### src/rtl/decode_queue.sv
// RV32I decode stage: DEPTH-entry instruction FIFO feeding a registered decode slot.
// Both sides use valid/ready; flush empties the FIFO and the slot in one edge.
module decode_queue #(
  parameter int BUS_WIDTH    = 32,
  parameter int OPCODE_WIDTH = 11,
  parameter int ADDR_WIDTH   = 5,
  parameter int DEPTH        = 4
) (
  input  logic                         clk,
  input  logic                         rst,
  input  logic                         instr_valid,
  output logic                         instr_ready,
  input  logic [BUS_WIDTH-1:0]         instr,
  input  logic                         flush,
  output logic                         dec_valid,
  input  logic                         dec_ready,
  output logic [OPCODE_WIDTH-1:0]      opcode,
  output logic [BUS_WIDTH-1:0]         imme_value,
  output logic [ADDR_WIDTH-1:0]        rd_addr,
  output logic                         rd_we,
  output logic [ADDR_WIDTH-1:0]        rs1_addr,
  output logic                         rs1_valid,
  output logic [ADDR_WIDTH-1:0]        rs2_addr,
  output logic                         rs2_valid,
  output logic                         illegal,
  output logic [$clog2(DEPTH+1)-1:0]   q_count
);

  localparam int PW = $clog2(DEPTH);
  localparam int CW = $clog2(DEPTH+1);
  localparam logic [CW-1:0] FULL_CNT = CW'(DEPTH);

  localparam logic [6:0] OP_LUI    = 7'b0110111;
  localparam logic [6:0] OP_AUIPC  = 7'b0010111;
  localparam logic [6:0] OP_JAL    = 7'b1101111;
  localparam logic [6:0] OP_JALR   = 7'b1100111;
  localparam logic [6:0] OP_BRANCH = 7'b1100011;
  localparam logic [6:0] OP_LOAD   = 7'b0000011;
  localparam logic [6:0] OP_STORE  = 7'b0100011;
  localparam logic [6:0] OP_IMM    = 7'b0010011;
  localparam logic [6:0] OP_OP     = 7'b0110011;
  localparam logic [6:0] OP_FENCE  = 7'b0001111;
  localparam logic [6:0] OP_SYSTEM = 7'b1110011;

  logic [BUS_WIDTH-1:0] mem [DEPTH];
  logic [PW-1:0]        wr_ptr;
  logic [PW-1:0]        rd_ptr;
  logic                 push;
  logic                 load;
  logic [BUS_WIDTH-1:0] head;

  // instr_ready looks only at occupancy, so a full FIFO blocks a push even when a pop frees a slot
  assign instr_ready = (q_count != FULL_CNT);
  assign push        = instr_valid && instr_ready && !flush;
  assign load        = (q_count != '0) && (!dec_valid || dec_ready) && !flush;
  assign head        = mem[rd_ptr];

  always_ff @(posedge clk) begin
    if (push) begin
      mem[wr_ptr] <= instr;
    end
  end

  always_ff @(posedge clk or posedge rst) begin
    if (rst) begin
      wr_ptr  <= '0;
      rd_ptr  <= '0;
      q_count <= '0;
    end else if (flush) begin
      wr_ptr  <= '0;
      rd_ptr  <= '0;
      q_count <= '0;
    end else begin
      if (push) begin
        wr_ptr <= wr_ptr + 1'b1;
      end
      if (load) begin
        rd_ptr <= rd_ptr + 1'b1;
      end
      case ({push, load})
        2'b10:   q_count <= q_count + 1'b1;
        2'b01:   q_count <= q_count - 1'b1;
        default: q_count <= q_count;
      endcase
    end
  end

  logic [6:0]           d_op7;
  logic [2:0]           d_f3;
  logic                 d_f7;
  logic [BUS_WIDTH-1:0] d_imm;
  logic                 d_writes;
  logic                 d_rd_we;
  logic                 d_rs1_v;
  logic                 d_rs2_v;
  logic                 d_illegal;
  logic [BUS_WIDTH-1:0] imm_i;
  logic [BUS_WIDTH-1:0] imm_s;
  logic [BUS_WIDTH-1:0] imm_b;
  logic [BUS_WIDTH-1:0] imm_u;
  logic [BUS_WIDTH-1:0] imm_j;

  assign imm_i = {{20{head[31]}}, head[31:20]};
  assign imm_s = {{21{head[31]}}, head[30:25], head[11:7]};
  assign imm_b = {{20{head[31]}}, head[7], head[30:25], head[11:8], 1'b0};
  assign imm_u = {head[31:12], 12'b0};
  assign imm_j = {{12{head[31]}}, head[19:12], head[20], head[30:21], 1'b0};

  // Any opcode outside the base set (including low bits != 2'b11) falls to default
  always_comb begin
    d_op7     = head[6:0];
    d_f3      = head[14:12];
    d_f7      = 1'b0;
    d_imm     = '0;
    d_writes  = 1'b1;
    d_rs1_v   = 1'b0;
    d_rs2_v   = 1'b0;
    d_illegal = 1'b0;
    case (d_op7)
      OP_LUI, OP_AUIPC: begin
        d_f3  = 3'b000;
        d_imm = imm_u;
      end
      OP_JAL: begin
        d_f3  = 3'b000;
        d_imm = imm_j;
      end
      OP_JALR: begin
        d_imm   = imm_i;
        d_rs1_v = 1'b1;
      end
      OP_BRANCH: begin
        d_imm    = imm_b;
        d_rs1_v  = 1'b1;
        d_rs2_v  = 1'b1;
        d_writes = 1'b0;
      end
      OP_LOAD: begin
        d_imm   = imm_i;
        d_rs1_v = 1'b1;
      end
      OP_STORE: begin
        d_imm    = imm_s;
        d_rs1_v  = 1'b1;
        d_rs2_v  = 1'b1;
        d_writes = 1'b0;
      end
      OP_IMM: begin
        d_imm   = imm_i;
        d_rs1_v = 1'b1;
        // funct7[5] only distinguishes the shift forms (SRLI/SRAI, SLLI)
        d_f7    = ((head[14:12] == 3'b001) || (head[14:12] == 3'b101)) ? head[30] : 1'b0;
      end
      OP_OP: begin
        d_rs1_v = 1'b1;
        d_rs2_v = 1'b1;
        d_f7    = head[30];
      end
      OP_FENCE: begin
        d_imm = '0;
      end
      OP_SYSTEM: begin
        d_imm = imm_i;
      end
      default: begin
        d_illegal = 1'b1;
        d_writes  = 1'b0;
      end
    endcase
  end

  assign d_rd_we = d_writes && (head[11:7] != 5'd0);

  always_ff @(posedge clk or posedge rst) begin
    if (rst) begin
      dec_valid  <= 1'b0;
      opcode     <= '0;
      imme_value <= '0;
      rd_addr    <= '0;
      rd_we      <= 1'b0;
      rs1_addr   <= '0;
      rs1_valid  <= 1'b0;
      rs2_addr   <= '0;
      rs2_valid  <= 1'b0;
      illegal    <= 1'b0;
    end else if (flush) begin
      dec_valid <= 1'b0;
    end else if (load) begin
      dec_valid  <= 1'b1;
      opcode     <= {d_f7, d_f3, d_op7};
      imme_value <= d_imm;
      rd_addr    <= head[11:7];
      rd_we      <= d_rd_we;
      rs1_addr   <= head[19:15];
      rs1_valid  <= d_rs1_v;
      rs2_addr   <= head[24:20];
      rs2_valid  <= d_rs2_v;
      illegal    <= d_illegal;
    end else if (dec_ready) begin
      dec_valid <= 1'b0;
    end
  end

endmodule
### config.mk
export PLATFORM = sky130hd
export DESIGN_NAME = decode_queue
export DESIGN_NICKNAME = d
export VERILOG_FILES = /design/src/rtl/decode_queue.sv
export SDC_FILE = /design/constraint.sdc
export NUM_CORES = 1
export LEC_CHECK = 0
export ABC_AREA = 1
export BUFFER_PORTS_ARGS = -buffer_cell sky130_fd_sc_hd__buf_2
export CAP_MARGIN = 0
export CORE_UTILIZATION = 35
export DETAILED_ROUTE_END_ITERATION = 6
export GPL_TIMING_DRIVEN = 0
export PLACE_DENSITY = 0.53
export SYNTH_ARGS = -nofsm -noshare
export SYNTH_HDL_FRONTEND = slang
export SYNTH_SLANG_ARGS = --single-unit
### constraint.sdc
create_clock -name clk -period 3.6 [get_ports clk]
set_clock_uncertainty 0.15 [all_clocks]
set_input_delay 0.72 -clock clk [delete_from_list [all_inputs] [get_ports clk]]
set_output_delay 0.72 -clock clk [all_outputs]
set_load 0.02 [all_outputs]
==> results.tsv, run 1 <==
metric	value	unit
status	finished clean	
Synth Warn #	0	
n_diodes	0	
drt total wl	20700	µm
most used cell, CP	nand2_1	
Yosys top cell area share	46.7	%
placer congestion estimate	0.811	
cts bufs inserted	17	
Syn-to-layout area delta	19.7	%
die width	155	µm
Hold Buf Count CTS	1	
Starting DRT DRC Count	311	
initial core utilization	36.0	%
Placement Cell Area	0.00929	mm²
max-cap viol count	0	
worst-margin pin slew	0.775	ns
cell count after synthesis	787	
# DRC	0	
P per Cell Area	794	mW/mm²
final setup violation count	0	
CTS tree	yes	
average size of a mapped cell	10.5	µm²
IO buf count	103	
Final min period	2.79	ns
DR WL/cell	16.7	µm
Root Driver	clkbuf_16	
top cells by area, synth	edfxtp_1 (47%), dfrtp_1 (21%), nand2_1 (14%)	
core area	0.0228	mm²
Leak	4.49	nW
initial antenna violation count	4	
Worst VDD drop	0.280	mV
post-CTS setup buffer count	0	
layout cells sized above 1	19.2	%
final instance area	0.00985	mm²
Critical Path RT	3.82	ns
Slew Limit Fails	0	
DIE HEIGHT	155	µm
vias in the first global route	5567	
largest net degree at the start of global routing	67	
crit path cell chain	inv_2 > buf_2 > clkbuf_1 > o21ai_0 > o22ai_1 > nand2_1 > o21ai_0 > nand2_1 > nand2_1	
register area share after synthesis	68.0	%
library cells used by synthesis	32	
first-pass GRT wire length	32100	µm
crit-path max cell delay	0.63	ns
Arrival @ worst endpoint	3.01	ns
slowest CP cell	o22ai_1	
# H-tree levels	4	
die area	0.0241	mm²
Setup CP Type	reg2reg	
post-CTS sizing	0	
via count	5738	
crit-path max FO	10	
deepest clock path buffer count	2	
fmax	0.358	GHz
Util after Layout	43.1	%
post-route ant nets	0	
Hold Path Class	reg2reg	
unrepaired setup endpoints after global routing	false	
Synth area leader	edfxtp_1	
CTS clk-pin slew, worst paths	0.07	ns
Max-slew headroom	48.3	%
Layout Nets	957	
Sum Neg Setup Slack	0	ns
# IOs	104	
Worst-Skew Late Latency	0.43	ns
synthesized cell area	0.00823	mm²
HPWL Detailed	14700	µm
DR vias/cell	4.62	
CP Launch Type	flop	
drt pass-1 iters	5	
GRT Overall Usage	18.0	%
FP Rows	55	
Hold Vio Cnt, Final	0	
endpoint class of the critical path	flop	
#FFs+latches synth	198	
hold slack final	0.324	ns
Power, Total	7.82	mW
GRT Residual Overflow	0	
Synth Net Count	829	
final period utilization	77.5	%
number of clock sinks	198	
-- state kept, by name, summed over array words and instances, names as in the netlist, 2 cells and up --
signal      flops
q_count         3
rs1_addr        5
rd_ptr          2
rs2_addr        5
imme_value     32
opcode         11
rd_addr         5
wr_ptr          2
mem           128
-- per-layer routing --
| metal | track usage (%) | wire [µm] | vias up |
|---|---|---|---|
| li1 | - | - | 2867 |
| met1 | 25.0 | 10000 | 2721 |
| met2 | 28.2 | 9480 | 120 |
| met3 | 4.32 | 879 | 22 |
| met4 | 4.76 | 265 | 8 |
| met5 | 0 | 45 | - |
-- critical path: cells and delay by family, from the launching register on --
family / cells / cell delay (ns)
flops: 1 / 0.39
buf+inv: 3 / 0.98
simple gates: 3 / 0.26
compound gates: 3 / 0.93
-- cell families after synthesis --
family	after synthesis	share of synthesized area (%)
AOI/OAI and AO/OA	90	5.95
xor gates and xnor gates	3	0.319
adders and majority gates	5	0.852
buffers and inverters	68	3.74
DFF	198	68.0
and+or+nand+nor	423	21.1
-- where the power goes --
| part | total, mW | switching [mW] | internal (mW) | leakage, nW |
|---|---|---|---|---|
| clock | 1.79 | 0.884 | 0.907 | 0.258 |
| combinational | 3.02 | 2.16 | 0.851 | 2.15 |
| sequential | 3.01 | 0.214 | 2.80 | 2.08 |
| total | 7.82 | 3.26 | 4.55 | 4.49 |
-- synth_stat cells (all sizes together) --
cell and n:
xor2 2, nand4 2, o22ai 15, a31oi 1, nor2 48, fa 1
and2 1, o31ai 1, xnor2 1, edfxtp 128, a22oi 5, nand3 43
clkbuf 17, inv 30, a2bb2oi 1, nor3 1, buf 20, ha 4
clkinv 1, nand2 328, o21ai 54, dfrtp 70, a21oi 13
-- worst paths after layout --
kind                                                 start                    endpoint  slack (ns)  cells after the start
worst max-delay path                 rd_ptr[1]$_DFFE_PP0P_   imme_value[1]$_DFFE_PP0P_        0.81                      9
worst min-delay path            imme_value[14]$_DFFE_PP0P_  imme_value[14]$_DFFE_PP0P_        0.32                      2
worst max register to register       rd_ptr[1]$_DFFE_PP0P_   imme_value[1]$_DFFE_PP0P_        0.81                      9
worst min register to register  imme_value[14]$_DFFE_PP0P_  imme_value[14]$_DFFE_PP0P_        0.32                      2
max in group asynchronous                              rst   imme_value[9]$_DFFE_PP0P_        2.21                      4
min in group asynchronous                              rst      q_count[1]$_DFFE_PP0P_        0.56                      3
-- layout make-up --
cell class	count	area, µm²
buffer	37	191
inverter	31	119
sequential	198	5600
multi-input combinational	521	2350
tap	313	392
timing repair buffer	109	648
fill	2228	13000
clock inverter	13	115
clock buffer	19	433
-- layout by cell type (no fill, tap or decap), types with 2 or more instances in the layout --
master / n
buf_12: 2
buf_16: 3
nand2_4: 4
nand3_1: 41
clkbuf_16: 17
nand2_1: 315
ha_1: 4
inv_8: 3
a22oi_1: 5
buf_2: 115
clkinvlp_4: 3
o22ai_1: 15
inv_6: 3
edfxtp_1: 128
inv_2: 3
a21oi_1: 13
dfrtp_1: 70
o21ai_0: 54
clkbuf_1: 19
inv_1: 26
nand2_2: 9
nor2_4: 4
nor2_1: 42
buf_6: 5
buf_1: 3
nand4_1: 2
xor2_1: 2
clkinv_1: 3
-- stage by stage --
step / instances / setup WS, ns
5_1_grt: 1241 / 0.529
3_3_place_gp: 1203 / -0.813
4_1_cts: 1241 / 0.811
3_5_place_dp: 1208 / 0.743
6_report: 1241 / 0.810
2_1_floorplan: 787 / 0.451
No activity file was read; power rests on OpenSTA's default activity.
==> run 2, diff against run 1 <==
--- a/config.mk
+++ b/config.mk
@@ -11,7 +11,7 @@
 export CORE_UTILIZATION = 35
 export DETAILED_ROUTE_END_ITERATION = 6
 export GPL_TIMING_DRIVEN = 0
-export PLACE_DENSITY = 0.53
+export PLACE_DENSITY = 0.55
 export SYNTH_ARGS = -nofsm -noshare
 export SYNTH_HDL_FRONTEND = slang
 export SYNTH_SLANG_ARGS = --single-unit
==> constraint.sdc (replaced) <==
create_clock -name clk -period 2.5 [get_ports clk]
set_clock_uncertainty 0.15 [all_clocks]
set_input_delay 0.5 -clock clk [delete_from_list [all_inputs] [get_ports clk]]
set_output_delay 0.5 -clock clk [all_outputs]
set_load 0.02 [all_outputs]
==> results.tsv, run 2 (synthesis gave the netlist of run 1 again) <==
metric	value	unit	change
Top Registers	mem: 128 flops, imme_value: 32 flops, opcode: 11 flops		
Layout Nets	957		unchanged
Util after Layout	43.4	%	+0.31 points
# H-tree levels	4		unchanged
Leak	4.54	nW	+1.0%
Cells after DPL	1208		unchanged
IO buf count	103		unchanged
endpoint class of the critical path	flop		
vias in the first global route	5505		-1.1%
Hold Path Class	in2reg		
CP Launch Type	flop		
GRT Residual Overflow	0		unchanged
initial antenna violation count	5		+1
CTS clk-pin slew, worst paths	0.07	ns	about the same
commonest non-fill, non-tap cell in the layout	nand2_1		
Worst Setup SP	rd_ptr[0]$_DFFE_PP0P_		
status	finished clean		
Hold Vio Cnt, Final	0		unchanged
Finished Layout Cells	1243		+0.16%
Arrival @ worst endpoint	2.51	ns	-0.50 ns
DR WL/cell	16.8	µm	+0.87%
worst-margin pin slew	0.644	ns	-0.132 ns
final setup violation count	0		unchanged
max-cap viol count	0		unchanged
DR vias/cell	4.65		+0.64%
first-pass GRT wire length	32400	µm	+0.86%
hold slack final	0.126	ns	-0.198 ns
deepest clock path buffer count	2		unchanged
CTS tree	yes		
Placement Cell Area	0.00928	mm²	-0.16%
Worst-Skew Late Latency	0.43	ns	about the same
Most flops, register	mem		
final period utilization	91.8	%	+14 points
HPWL Detailed	14600	µm	-1.0%
crit-path max FO	10		unchanged
cts bufs inserted	17		unchanged
initial core utilization	36.0	%	unchanged
via count	5784		+0.80%
die width	155	µm	unchanged
post-route ant nets	0		unchanged
Final min period	2.29	ns	-0.496 ns
core area	0.0228	mm²	unchanged
FP Rows	55		unchanged
hold path startpoint	flush		
Root Driver	clkbuf_16		
die area	0.0241	mm²	unchanged
DIE HEIGHT	155	µm	unchanged
leading cell types in the layout, fill and taps excluded	nand2_1 (313), edfxtp_1 (128), buf_2 (112), dfrtp_1 (69), o21ai_0 (54)		
Slew Limit Fails	0		unchanged
worst r2r src	rd_ptr[0]$_DFFE_PP0P_		
layout cells sized above 1	21.0	%	+1.8 points
drt total wl	20900	µm	+1.0%
max reg flops	128		unchanged
# DRC	0		unchanged
largest net degree at the start of global routing	71		+6.0%
Final WS setup	0.206	ns	-0.604 ns
fmax	0.436	GHz	+22%
number of clock sinks	198		unchanged
GRT Overall Usage	18.2	%	+0.24 points
Critical Path RT	2.72	ns	-1.10 ns
Max-slew headroom	57.1	%	+8.8 points
Starting DRT DRC Count	325		+4.5%
Setup WS pre-CTS	-0.207	ns	-0.950 ns
P per Cell Area	1150	mW/mm²	+45%
placer congestion estimate	0.825		+1.8%
Setup CP Type	reg2reg		
Syn-to-layout area delta	20.5	%	
final instance area	0.00992	mm²	+0.71%
drt pass-1 iters	5		unchanged
# IOs	104		unchanged
Worst VDD drop	0.411	mV	+47%
==> run 2: final cells by class <==
cell class,instances,area (µm²)
sequential,198,5600
clock inverter,15,143
tap,313,392
antenna,2,5.00
inverter,31,119
fill,2238,12900
timing repair buffer,111,648
buffer,35,199
multi-input combinational,521,2390
clock buffer,17,425
==> run 2: worst paths after layout <==
path / cells past startpoint / slack, ns / end
max: 15 / 0.21 / imme_value[12]$_DFFE_PP0P_
min: 2 / 0.13 / rd_ptr[1]$_DFFE_PP0P_
max reg2reg: 15 / 0.21 / imme_value[12]$_DFFE_PP0P_
min reg2reg: 2 / 0.33 / imme_value[29]$_DFFE_PP0P_
max in group asynchronous: 4 / 1.37 / imme_value[14]$_DFFE_PP0P_
min in group asynchronous: 4 / 0.54 / rs1_valid$_DFFE_PP0P_
==> run 2: per-layer routing <==
layer,vias up,wire (µm),global-route usage [%]
met2,159,9520,27.7
met5,-,20,0
met1,2723,9790,26.0
li1,2875,-,-
met4,4,282,5.70
met3,23,1300,3.93
==> run 2: what timing repair did <==
| item | in CTS | in global routing |
|---|---|---|
| pin swaps | 0 | 2 |
| cloned | 0 | 0 |
| resized for setup | 6 | 13 |
| endpoints found under the hold margin | 22 | 0 |
| setup buffers | 0 | 2 |
| hold buffers | 1 | 0 |
| setup endpoints to repair | 13 | 75 |
==> run 2: where the power goes <==
part / switching (mW) / total [mW] / internal [mW]
clock network: 1.28 / 2.68 / 1.40
logic: 3.13 / 4.39 / 1.26
registers: 0.340 / 4.37 / 4.03
total: 4.75 / 11.4 / 6.69
==> run 2: through the flow <==
stage	setup TNS, ns	total power [mW]
after floorplan	-19.72	7.15
after global placement	-161.71	8.75
after detailed placement	-1.69	8.81
after CTS	0	11.5
after global routing	-0.00200	12.2
final	0	11.4
==> run 2: worst max-delay path: stages, from the launching register on <==
cell and delay, ns:
dfrtp_2 0.47, inv_2 0.11, buf_6 0.16, nand2_1 0.06
nand2_1 0.05, nand2_1 0.05, nand2_1 0.15, nand2_2 0.14
nor2_1 0.20, nand2_2 0.12, nand2_1 0.10, clkbuf_4 0.20
nand2_1 0.07, nand2_1 0.08, nand2_1 0.05, nand2_1 0.06
